## config.mk

```make
export PLATFORM = sky130hd
export DESIGN_NAME = fractal_pixel_scheduler
export DESIGN_NICKNAME = d
export VERILOG_FILES = /design/src/rtl/fractal_pkg.sv /design/src/rtl/fractal_coord_counter.sv /design/src/rtl/fractal_pixel_scheduler.sv
export SDC_FILE = /design/constraint.sdc
export NUM_CORES = 1
export LEC_CHECK = 0
export ABC_AREA = 1
export BUFFER_PORTS_ARGS = -buffer_cell sky130_fd_sc_hd__buf_2
export CORE_MARGIN = 1
export CORE_UTILIZATION = 64
export CTS_BUF_LIST = sky130_fd_sc_hd__clkbuf_2 sky130_fd_sc_hd__clkbuf_4 sky130_fd_sc_hd__clkbuf_8
export DETAILED_ROUTE_END_ITERATION = 8
export PLACE_DENSITY = 0.95
export SYNTH_ARGS = -nofsm -noshare
export SYNTH_HDL_FRONTEND = slang
export SYNTH_SLANG_ARGS = --single-unit
export TNS_END_PERCENT = 50
```

## constraint.sdc

```tcl
create_clock -name out_stream_aclk -period 4.05 [get_ports out_stream_aclk]
set_input_delay 0.2025 -clock out_stream_aclk [delete_from_list [all_inputs] [get_ports out_stream_aclk]]
set_output_delay 0.2025 -clock out_stream_aclk [all_outputs]
set_load 0.01 [all_outputs]
```

## src/rtl/fractal_pkg.sv

```systemverilog
// Shared constants and state encoding for the fractal pixel scheduler.
package fractal_pkg;
    localparam int X_SIZE_DEF = 640;
    localparam int Y_SIZE_DEF = 480;
    localparam int X_W        = 10;
    localparam int Y_W        = 9;
    localparam int ITER_W     = 8;
    localparam int TOTAL_W    = 19;

    typedef enum logic [1:0] {
        ST_IDLE  = 2'b00,
        ST_RUN   = 2'b01,
        ST_DRAIN = 2'b10
    } sched_state_t;
endpackage

```

## src/rtl/fractal_coord_counter.sv

```systemverilog
// Raster x/y counter: x wraps at X_SIZE-1 and carries into y; exposes last-column/last-line flags.
module fractal_coord_counter
    import fractal_pkg::*;
#(
    parameter int X_SIZE = X_SIZE_DEF,
    parameter int Y_SIZE = Y_SIZE_DEF
) (
    input  logic           clk,
    input  logic           rst_n,
    input  logic           clr,
    input  logic           inc,
    output logic [X_W-1:0] x,
    output logic [Y_W-1:0] y,
    output logic           x_last,
    output logic           y_last
);
    assign x_last = (x == X_W'(X_SIZE - 1));
    assign y_last = (y == Y_W'(Y_SIZE - 1));

    always_ff @(posedge clk or negedge rst_n) begin
        if (!rst_n) begin
            x <= '0;
            y <= '0;
        end else if (clr) begin
            x <= '0;
            y <= '0;
        end else if (inc) begin
            if (x_last) begin
                x <= '0;
                y <= y_last ? '0 : y + 1'b1;
            end else begin
                x <= x + 1'b1;
            end
        end
    end
endmodule

```

## src/rtl/fractal_pixel_scheduler.sv

```systemverilog
// Round-robin dispatch of one frame across N_ENGINES iteration engines, in-order retire to the packer.
// Build option: define SCHED_CONTINUOUS_EN to restart the next frame immediately after the last pixel.
module fractal_pixel_scheduler
    import fractal_pkg::*;
#(
    parameter int N_ENGINES = 4,
    parameter int X_SIZE    = X_SIZE_DEF,
    parameter int Y_SIZE    = Y_SIZE_DEF
) (
    input  logic                          out_stream_aclk,
    input  logic                          periph_resetn,
    input  logic                          cfg_start,
    output logic                          status_busy,
    output logic                          frame_done,
    output logic [15:0]                   frame_count,
    output logic [N_ENGINES-1:0]          eng_start,
    output logic [X_W-1:0]                eng_x,
    output logic [Y_W-1:0]                eng_y,
    input  logic [N_ENGINES-1:0]          eng_done,
    input  logic [ITER_W*N_ENGINES-1:0]   eng_iter,
    output logic [N_ENGINES-1:0]          eng_ack,
    output logic                          pix_valid,
    input  logic                          pix_ready,
    output logic [ITER_W-1:0]             pix_iter,
    output logic                          pix_sof,
    output logic                          pix_eol
);
    localparam int                 PTR_W      = (N_ENGINES > 1) ? $clog2(N_ENGINES) : 1;
    localparam logic [PTR_W-1:0]   PTR_MAX    = PTR_W'(N_ENGINES - 1);
    localparam logic [TOTAL_W-1:0] TOTAL_LAST = TOTAL_W'(X_SIZE * Y_SIZE - 1);

    sched_state_t         state;
    logic [N_ENGINES-1:0] busy;
    logic [PTR_W-1:0]     disp_ptr, ret_ptr;
    logic [TOTAL_W-1:0]   disp_total;
    logic                 pix_last;
    logic                 disp_fire, ret_load, last_accept;
    logic [X_W-1:0]       ret_x;
    logic [Y_W-1:0]       ret_y;
    logic                 ret_x_last, ret_y_last;
    logic [1:0]           disp_flags_unused;

    assign status_busy = (state != ST_IDLE);
    assign disp_fire   = (state == ST_RUN) && !busy[disp_ptr];
    assign ret_load    = (state != ST_IDLE) && busy[ret_ptr] && eng_done[ret_ptr]
                         && (!pix_valid || pix_ready);
    assign last_accept = pix_valid && pix_ready && pix_last;
    assign frame_done  = last_accept;

    for (genvar k = 0; k < N_ENGINES; k++) begin : g_lane
        assign eng_start[k] = disp_fire && (disp_ptr == PTR_W'(k));
        assign eng_ack[k]   = ret_load  && (ret_ptr  == PTR_W'(k));
    end

    fractal_coord_counter #(.X_SIZE(X_SIZE), .Y_SIZE(Y_SIZE)) u_disp_cnt (
        .clk    (out_stream_aclk),
        .rst_n  (periph_resetn),
        .clr    (last_accept),
        .inc    (disp_fire),
        .x      (eng_x),
        .y      (eng_y),
        .x_last (disp_flags_unused[0]),
        .y_last (disp_flags_unused[1])
    );

    fractal_coord_counter #(.X_SIZE(X_SIZE), .Y_SIZE(Y_SIZE)) u_ret_cnt (
        .clk    (out_stream_aclk),
        .rst_n  (periph_resetn),
        .clr    (last_accept),
        .inc    (ret_load),
        .x      (ret_x),
        .y      (ret_y),
        .x_last (ret_x_last),
        .y_last (ret_y_last)
    );

    always_ff @(posedge out_stream_aclk or negedge periph_resetn) begin
        if (!periph_resetn) begin
            state       <= ST_IDLE;
            busy        <= '0;
            disp_ptr    <= '0;
            ret_ptr     <= '0;
            disp_total  <= '0;
            pix_valid   <= 1'b0;
            pix_iter    <= '0;
            pix_sof     <= 1'b0;
            pix_eol     <= 1'b0;
            pix_last    <= 1'b0;
            frame_count <= '0;
        end else begin
            busy <= (busy | eng_start) & ~eng_ack;

            if (disp_fire) begin
                disp_ptr   <= (disp_ptr == PTR_MAX) ? '0 : disp_ptr + 1'b1;
                disp_total <= disp_total + 1'b1;
            end

            // Output register: reload in the same cycle the held pixel drains.
            if (ret_load) begin
                ret_ptr   <= (ret_ptr == PTR_MAX) ? '0 : ret_ptr + 1'b1;
                pix_valid <= 1'b1;
                pix_iter  <= eng_iter[ret_ptr*ITER_W +: ITER_W];
                pix_sof   <= (ret_x == '0) && (ret_y == '0);
                pix_eol   <= ret_x_last;
                pix_last  <= ret_x_last && ret_y_last;
            end else if (pix_ready) begin
                pix_valid <= 1'b0;
            end

            case (state)
                ST_IDLE:  if (cfg_start) state <= ST_RUN;
                ST_RUN:   if (disp_fire && (disp_total == TOTAL_LAST)) state <= ST_DRAIN;
                ST_DRAIN: if (last_accept) begin
`ifdef SCHED_CONTINUOUS_EN
                    state <= ST_RUN;
`else
                    state <= ST_IDLE;
`endif
                end
                default:  state <= ST_IDLE;
            endcase

            if (last_accept) begin
                frame_count <= frame_count + 1'b1;
                busy        <= '0;
                disp_ptr    <= '0;
                ret_ptr     <= '0;
                disp_total  <= '0;
            end
        end
    end
endmodule
```

==> metrics.cfg, run 1 <==
[status]
status=complete, but fails checks
violations=DRC

[routing]
postRouteAntennaNets=0
drtIter0Drc=367
drc=17
detail_route.wl_per_cell_microns=13.2
via_count=5629
vias_per_cell=5.61
drt_wl_total_microns=13200
firstDrtPassIters=8

[yosys]
seq_area_frac_synth_pct=40.2
synthFlopType=dfrtp_1
avgSynthCellArea_sq_um=7.30
ys_async_sr_fraction_pct=100
yosys.area_share.simple_pct=37.6
synthXorXnorAreaFrac_pct=2.96
synthTopCellsByArea=dfrtp_1 40%, nand2_1 13%, nor2_1 6.8%, nand3_1 6.4%, inv_1 5.1%
synthTopCellsByCount=209 x nand2_1, 107 x nor2_1, 95 x dfrtp_1
synth_top_area_share_pct=40.2
netlist.top_cell.by_area=dfrtp_1
syn_area_sq_um=5910
synth_top_family_by_area=simple AND/OR/NAND/NOR gates
synth_mux_area_share_pct=0
syn_nets=865
synth_edf_count=0
synth_most_common_cell=nand2_1
synthAdderAreaFrac_pct=3.39
ys_warn_count=0
synth_cells=809
ys_types=37
synth_compound_area_share_pct=7.50
ys_ff_latch=95

[clocking]
clk_pin_slew_worst_paths_ns=0.10
cts_tree=done
numCtsBuffers=9
root_buffer=clkbuf_8
cts_num_sinks=95
cts.path.max_buffers=2
htree_levels=3
clock_latency_ns=0.37
cts_resized=0

[hold_path]
min-delay-path-class=input pin to register
worstHoldEndpoint=pix_iter[3]$_DFFE_PN0P_
hp-start=eng_iter[3]
worstHoldPathCells=5

[global_routing]
overflow=0
grt_usage_pct=28.8
grt_max_degree=71
grt_pass1_wl_microns=22600
antenna_found_initial=0
grt_pass1_vias=5106

[final_layout]
drive_above_1_share_pct=16.8
antennaDiodeCount=0
nets=946
nFillCells=685
syn_to_final_growth_pct=11.8
stdcell_area_sq_um=6600
final_core_util_pct=74.6

[die]
std_cell_rows=34
dieArea_sq_um=9620
die_w_microns=98.1
dieHeight_microns=98.1
ios=96
core_area_sq_um=8850
floorplan.initialDensity_pct=66.8

[setup_path]
end_kind=output port
cp_max_fo=27
rr_endpoint=u_ret_cnt.y[6]$_DFFE_PN0P_
worstPathRequired_ns=3.85
critPathKind=register to output port
r2r-start=ret_ptr[0]$_DFFE_PN0P_
r2r_setup_slack_ns=1.62
rr_worst_depth=7
start_kind=register
cp.arrival_ns=2.61

[sta]
whs_ns=0.197
setup_tns_ns=0
slew_headroom_pct=41.2
rsz0062_at_grt=false
finalMaxSlewViolations=0
fmaxAchievable_ghz=0.355
hold_violations=0
min_period_ns=2.82
finalSetupViolCount=0
skew_ns=0.0111
max_slew.worst_pin.slew_ns=0.883
period_share_pct=69.6

[power_and_ir_drop]
p_leak_nw=3.43
finalPower_mw=3.38
power_density_nw_per_um2=511
ir_drop_uv=325

[placed_design]
dpl_cell_area_sq_um=6390
gp_congestion=0.868
port_buffers=95
dpl.hpwl_microns=9300

[run]
cap_violations=0

## area by class of cell
cell class              instances  area, sq um  area share (%)
clock buffers                  10          138            2.08
clock inverters                 6         68.8            1.04
inverters                      84          315            4.77
multi-input cells             600         3040            46.0
flip-flops and latches         95         2380            36.0
well taps                     108          135            2.05
repair buffers                100          531            8.03
## stage by stage
step	cells	worst slack [ns]
floorplan	809	2.46
global placement	986	1.75
detailed placement	986	1.67
CTS	1003	1.26
global route	1003	0.955
finish	1003	1.23
## where the power goes
group | internal, mW | switching, mW
logic | 0.439 | 0.915
registers | 1.14 | 0.239
clock network | 0.305 | 0.338
## worst max path at each step
stage                                      startpoint                           to  slack (ns)  cells past startpoint
after floorplan           u_disp_cnt.x[0]$_DFFE_PN0P_  u_disp_cnt.y[7]$_DFFE_PN0P_        2.46                      9
after global placement         ret_ptr[0]$_DFFE_PN0P_                   eng_ack[2]        1.75                      6
after detailed placement       ret_ptr[0]$_DFFE_PN0P_                   eng_ack[0]        1.67                      6
after CTS                      ret_ptr[0]$_DFFE_PN0P_                   eng_ack[0]        1.26                      6
after global routing           ret_ptr[0]$_DFFE_PN0P_                   eng_ack[0]        0.95                      6
final                          ret_ptr[0]$_DFFE_PN0P_                   eng_ack[0]        1.23                      6
## logic make-up after synthesis
| logic type | Yosys count |
|---|---|
| AOI/OAI and AO/OA | 83 |
| xor gates and xnor gates | 20 |
| adders and majority gates | 16 |
| buffers and inverters | 114 |
| DFF | 95 |
| and+or+nand+nor | 481 |
## cell usage in the layout (no fill, tap or decap), drive strengths merged
cell type	n
nor4	2
o22ai	8
nand4	37
o21ai	64
nor3b	3
o31ai	1
bufinv	1
inv	85
nor3	17
clkbuf	10
dlygate4sd3	1
nor2	110
nand3b	2
nand3	90
nand2	214
a31o	1
ha	16
clkinvlp	1
or2	3
a21oi	9
and2	2
dfrtp	95
clkinv	3
buf	99
xor2	17
xnor2	3
and3	1
## worst max-delay path: stages, from the launching register on
cell and delay, ns:
dfrtp_1 0.61, inv_1 0.53, nand3_1 0.16, nand3_2 0.13, nand4_4 0.38, nor2_1 0.27, buf_2 0.17
## flip-flops by register name, summed over array words and instances, names as in the netlist, 4 cells and up
signal        flops
busy              4
disp_total       19
frame_count      16
pix_iter          8
u_disp_cnt.x     10
u_disp_cnt.y      9
u_ret_cnt.x      10
u_ret_cnt.y       9
## layer usage
metal | GRT usage (%) | vias to the layer above | share of wire, %
li1 | - | 2802 | -
met1 | 38.7 | 2598 | 45
met2 | 47.6 | 205 | 47
met3 | 4.01 | 24 | 6.6
met4 | 11.2 | 0 | 1.6
met5 | 0 | - | 0
## repair_timing
item	CTS	global route
hold endpoints to repair	69	0
setup buffers	0	0
hold buffers	1	0
(Power assumes the default switching activity.)
==> run 2, diff against run 1 <==
Settings changed: CORE_UTILIZATION 64 to 59, PLACE_DENSITY 0.95 to 0.93.
Clock period 4.05 ns to 2.75 ns, I/O delays scaled along.
==> metrics.cfg, run 2 (same netlist as run 1, synthesis figures left out) <==
[placed_design]
gp_congestion=0.889
dpl.hpwl_microns=9570
port_buffers=95

[power_and_ir_drop]
ir_drop_uv=369
finalPower_mw=4.98
power_density_nw_per_um2=749
p_leak_nw=3.43

[global_routing]
overflow=0
grt_pass1_wl_microns=23000
grt_usage_pct=27.5
antenna_found_initial=0
grt_max_degree=59
grt_pass1_vias=5131

[setup_path]
r2r_setup_slack_ns=0.70
start_kind=register
cp.arrival_ns=2.21
worstPathRequired_ns=2.61
critPathKind=register to output port
cp_max_fo=27
r2r-start=ret_ptr[0]$_DFFE_PN0P_
rr_endpoint=u_ret_cnt.y[8]$_DFFE_PN0P_
end_kind=output port
rr_worst_depth=6

[sta]
skew_ns=0.0162
min_period_ns=2.35
slew_headroom_pct=49.9
max_slew.worst_pin.slew_ns=0.751
setup_tns_ns=0
rsz0062_at_grt=false
period_share_pct=85.3
hold_violations=0
finalMaxSlewViolations=0
fmaxAchievable_ghz=0.426
finalSetupViolCount=0

[routing]
drtIter0Drc=420
detail_route.wl_per_cell_microns=13.0
vias_per_cell=5.46
firstDrtPassIters=5
drc=0
postRouteAntennaNets=0
via_count=5634
drt_wl_total_microns=13400

[final_layout]
regMostFlops=disp_total
antennaDiodeCount=0
syn_to_final_growth_pct=12.6
register_area_sq_um=2380
reg_top3=disp_total x19, frame_count x16
nFillCells=827
final_common_cell=nand2_1
multi_input_area_sq_um=3040
nets=949
mostFrequentLayoutCells=209 x nand2_1, 107 x nor2_1, 95 x dfrtp_1
drive_above_1_share_pct=17.0
largest_reg_flops=19

[clocking]
cts_resized=0
cts.path.max_buffers=2
clk_pin_slew_worst_paths_ns=0.10
clock_latency_ns=0.36
cts_tree=done
numCtsBuffers=9
root_buffer=clkbuf_8
htree_levels=3
cts_num_sinks=95

[status]
status=finished, final reports clean

[hold_path]
worstHoldEndpoint=pix_iter[0]$_DFFE_PN0P_
min-delay-path-class=input pin to register
hp-start=eng_iter[0]
worstHoldPathCells=5

[die]
dieArea_sq_um=10400
core_area_sq_um=9730
ios=96
dieHeight_microns=102
floorplan.initialDensity_pct=60.7
die_w_microns=102
std_cell_rows=36

[run]
cap_violations=0

[run 2: cell types whose count changed in the layout (fill, tap and decap cells not counted)]
cell,before,now
clkinv_4,2,0
clkbuf_8,10,9
buf_4,4,7
clkinvlp_4,1,4
clkinv_2,1,0
clkbuf_4,0,1
[run 2: how the worst max path moves through the flow]
stage                           startpoint                     endpoint  slack (ns)  cells after the start
2_1_floorplan  u_disp_cnt.x[0]$_DFFE_PN0P_  u_disp_cnt.y[7]$_DFFE_PN0P_        1.16                      9
3_3_place_gp        ret_ptr[0]$_DFFE_PN0P_       ret_ptr[0]$_DFFE_PN0P_        0.83                      7
3_5_place_dp        ret_ptr[0]$_DFFE_PN0P_       ret_ptr[1]$_DFFE_PN0P_        0.73                      7
4_1_cts             ret_ptr[0]$_DFFE_PN0P_                   eng_ack[2]        0.43                      6
5_1_grt             ret_ptr[0]$_DFFE_PN0P_                   eng_ack[0]        0.22                      5
6_report            ret_ptr[0]$_DFFE_PN0P_                   eng_ack[2]        0.40                      5
[run 2: layout make-up]
type / instances / share of cell area (%)
Inverter: 84 / 4.74
Multi-Input combinational cell: 600 / 45.7
Sequential cell: 95 / 35.7
Clock inverter: 6 / 1.03
Clock buffer: 10 / 1.98
Timing Repair Buffer: 103 / 8.31
Tap cell: 133 / 2.50
[run 2: power breakdown]
part	total [mW]	switching (mW)	internal [mW]
registers	2.03	0.351	1.68
clock network	0.940	0.506	0.434
logic	2.01	1.34	0.672
total	4.98	2.20	2.78
[run 2: critical path, cell delays in order (launching register included)]
cell and delay [ns]:
dfrtp_1 0.73, nand3_1 0.20, nand3_2 0.16, nand4_4 0.34
nor2_1 0.26, buf_2 0.16
[run 2: timing repair]
action / in CTS / in global routing
buffers inserted: 0 / 0
hold buffers: 1 / 0
endpoints found under the hold margin: 57 / 0
[run 2: metal layers]
metal / part of all wire [%] / wire length [microns] / GRT usage [%] / vias up
met2: 48 / 6390 / 45.8 / 183
met5: 0 / 0 / 0 / -
li1: - / - / - / 2795
met1: 45 / 6030 / 36.4 / 2629
met3: 5.5 / 737 / 3.97 / 27
met4: 2.1 / 285 / 11.0 / 0
[run 2: stage by stage]
| step | utilization, % | cell area, sq um | cells | worst slack [ns] | hold slack, ns |
|---|---|---|---|---|---|
| 2_1_floorplan | - | 5910 | 809 | 1.16 | -0.158 |
| 3_3_place_gp | 66.2 | 6440 | 1014 | 0.831 | 0.247 |
| 3_5_place_dp | 66.2 | 6440 | 1014 | 0.733 | 0.251 |
| 4_1_cts | 68.4 | 6650 | 1031 | 0.428 | 0.141 |
| 5_1_grt | 68.4 | 6650 | 1031 | 0.221 | 0.153 |
| 6_report | 68.4 | 6650 | 1031 | 0.404 | 0.147 |
==> run 3, diff against run 2 <==
Settings changed: CELL_PAD_IN_SITES_DETAIL_PLACEMENT set to 1, CELL_PAD_IN_SITES_GLOBAL_PLACEMENT set to 1, CORE_UTILIZATION 59 to 38, PLACE_DENSITY 0.93 to 0.88.
Clock period 2.75 ns to 2 ns, I/O delays scaled along.
==> metrics.cfg, run 3 (same netlist as run 1, synthesis figures left out) <==
[sta]
finalMaxSlewViolations=0
fmaxAchievable_ghz=0.546
slew_headroom_pct=71.2
hold_violations=0
finalSetupViolCount=0
period_share_pct=91.5
max_slew.worst_pin.slew_ns=0.431
min_period_ns=1.83
rsz0062_at_grt=false
setup_tns_ns=0
skew_ns=0.00827

[hold_path]
worstHoldPathCells=5
min-delay-path-class=input pin to register

[routing]
via_count=5676
drtIter0Drc=274
drc=0
drt_wl_total_microns=16500
firstDrtPassIters=4
postRouteAntennaNets=0
vias_per_cell=5.17
detail_route.wl_per_cell_microns=15.0

[final_layout]
regMostFlops=disp_total
mostFrequentLayoutCells=209 x nand2_1, 106 x nor2_1, 94 x buf_2
reg_top3=disp_total x19, frame_count x16
syn_to_final_growth_pct=15.9
largest_reg_flops=19
final_common_cell=nand2_1
nets=961
drive_above_1_share_pct=18.4

[clocking]
cts.path.max_buffers=2
htree_levels=3
root_buffer=clkbuf_8
cts_tree=done
cts_num_sinks=95
numCtsBuffers=9
clock_latency_ns=0.38
clk_pin_slew_worst_paths_ns=0.09

[power_and_ir_drop]
power_frac_clock_pct=19.5
power_density_nw_per_um2=1060
share_comb_of_total_power_pct=42.5
p_switching_mw=3.19
switching_share_pct=43.8
internal_power_mw=4.10
p_leak_nw=3.49
p_seq_share_pct=38.0
finalPower_mw=7.29
ir_drop_uv=478

[global_routing]
grt_pass1_vias=5803
grtUsageMet1_pct=27.2
grt_max_degree=42
grt_use_met3_pct=3.80
globalRouteMet2Util_pct=37.9
grt_usage_pct=21.7
grt_pass1_wl_microns=28000
antenna_found_initial=1
busiest_layer=met2
overflow=0

[setup_path]
critPathKind=register to output port
rr_worst_depth=8
cp.arrival_ns=1.73
end_kind=output port
start_kind=register
worstPathRequired_ns=1.90
cp_max_fo=12

[die]
dieArea_sq_um=16100
ios=96
core_area_sq_um=15200
die_w_microns=127
std_cell_rows=45
floorplan.initialDensity_pct=38.9
dieHeight_microns=127

[placed_design]
dpl.hpwl_microns=12300
port_buffers=95
gp_congestion=0.825

[status]
status=finished, final reports clean

[run]
cap_violations=0

[run 3: changes by cell type in the layout (fill, tap and decap cells not counted), sizes merged]
cell and change:
clkinv +1, bufinv +1, buf +12, inv -2, clkinvlp -3, clkbuf +1
diode +1
[run 3: through the flow]
step / cell area, sq um / utilization, % / hold slack (ns) / setup slack [ns] / std cells
after floorplan: 5910 / - / -0.196 / 0.407 / 809
after global placement: 6590 / 43.3 / 0.0511 / 0.251 / 1079
after detailed placement: 6590 / 43.3 / 0.0512 / 0.161 / 1079
after CTS: 6810 / 44.8 / 0.0721 / -0.0169 / 1094
after global routing: 6850 / 45.1 / 0.102 / 0.0353 / 1097
final: 6850 / 45.1 / 0.0969 / 0.169 / 1097
[run 3: worst paths after layout]
kind,start,end,slack [ns]
worst max-delay path,disp_ptr[0]$_DFFE_PN0P_,eng_start[3],0.17
worst min-delay path,eng_iter[7],pix_iter[7]$_DFFE_PN0P_,0.1
worst max register to register,u_disp_cnt.x[0]$_DFFE_PN0P_,u_disp_cnt.x[7]$_DFFE_PN0P_,0.18
worst min register to register,pix_iter[7]$_DFFE_PN0P_,pix_iter[7]$_DFFE_PN0P_,0.49
max in group asynchronous,periph_resetn,disp_total[6]$_DFFE_PN0P_,1.23
min in group asynchronous,periph_resetn,disp_total[15]$_DFFE_PN0P_,0.18
[run 3: worst max-delay path, cell delays in order (launching register included)]
cell,delay [ns]
dfrtp_1,0.45
inv_2,0.12
nand2_1,0.06
nand3_1,0.13
nand3_4,0.18
nor2_1,0.23
buf_2,0.18
[run 3: timing repair]
item	CTS	global route
buffers inserted	0	2
cloned	0	0
resized for setup	2	4
hold buffers	1	0
hold endpoints to repair	56	0
pin swaps	0	1
endpoints found under the setup margin	3	11
[run 3: area by class of cell]
class	instances	area [sq um]
fill	1977	8350
clock buffer	11	145
sequential	95	2380
antenna	1	2.50
tap	188	235
clock inverter	3	68.8
timing repair buffer	115	643
multi-input combinational	600	3060
inverter	84	319
[run 3: metal layers]
layer | wire, microns | vias up
li1 | - | 2815
met1 | 7540 | 2782
met2 | 8330 | 61
met3 | 365 | 18
met4 | 268 | 0
met5 | 0 | -
[run 3: power by group through the flow]
stage | sequential, mW | clock [mW] | combinational, mW
6_report | 2.77 | 1.42 | 3.10
5_1_grt | 2.83 | 1.53 | 3.51
4_1_cts | 2.76 | 1.48 | 3.07
3_5_place_dp | 2.79 | 0 | 3.02
3_3_place_gp | 2.76 | 0 | 2.92
2_1_floorplan | 2.73 | 0 | 2.07
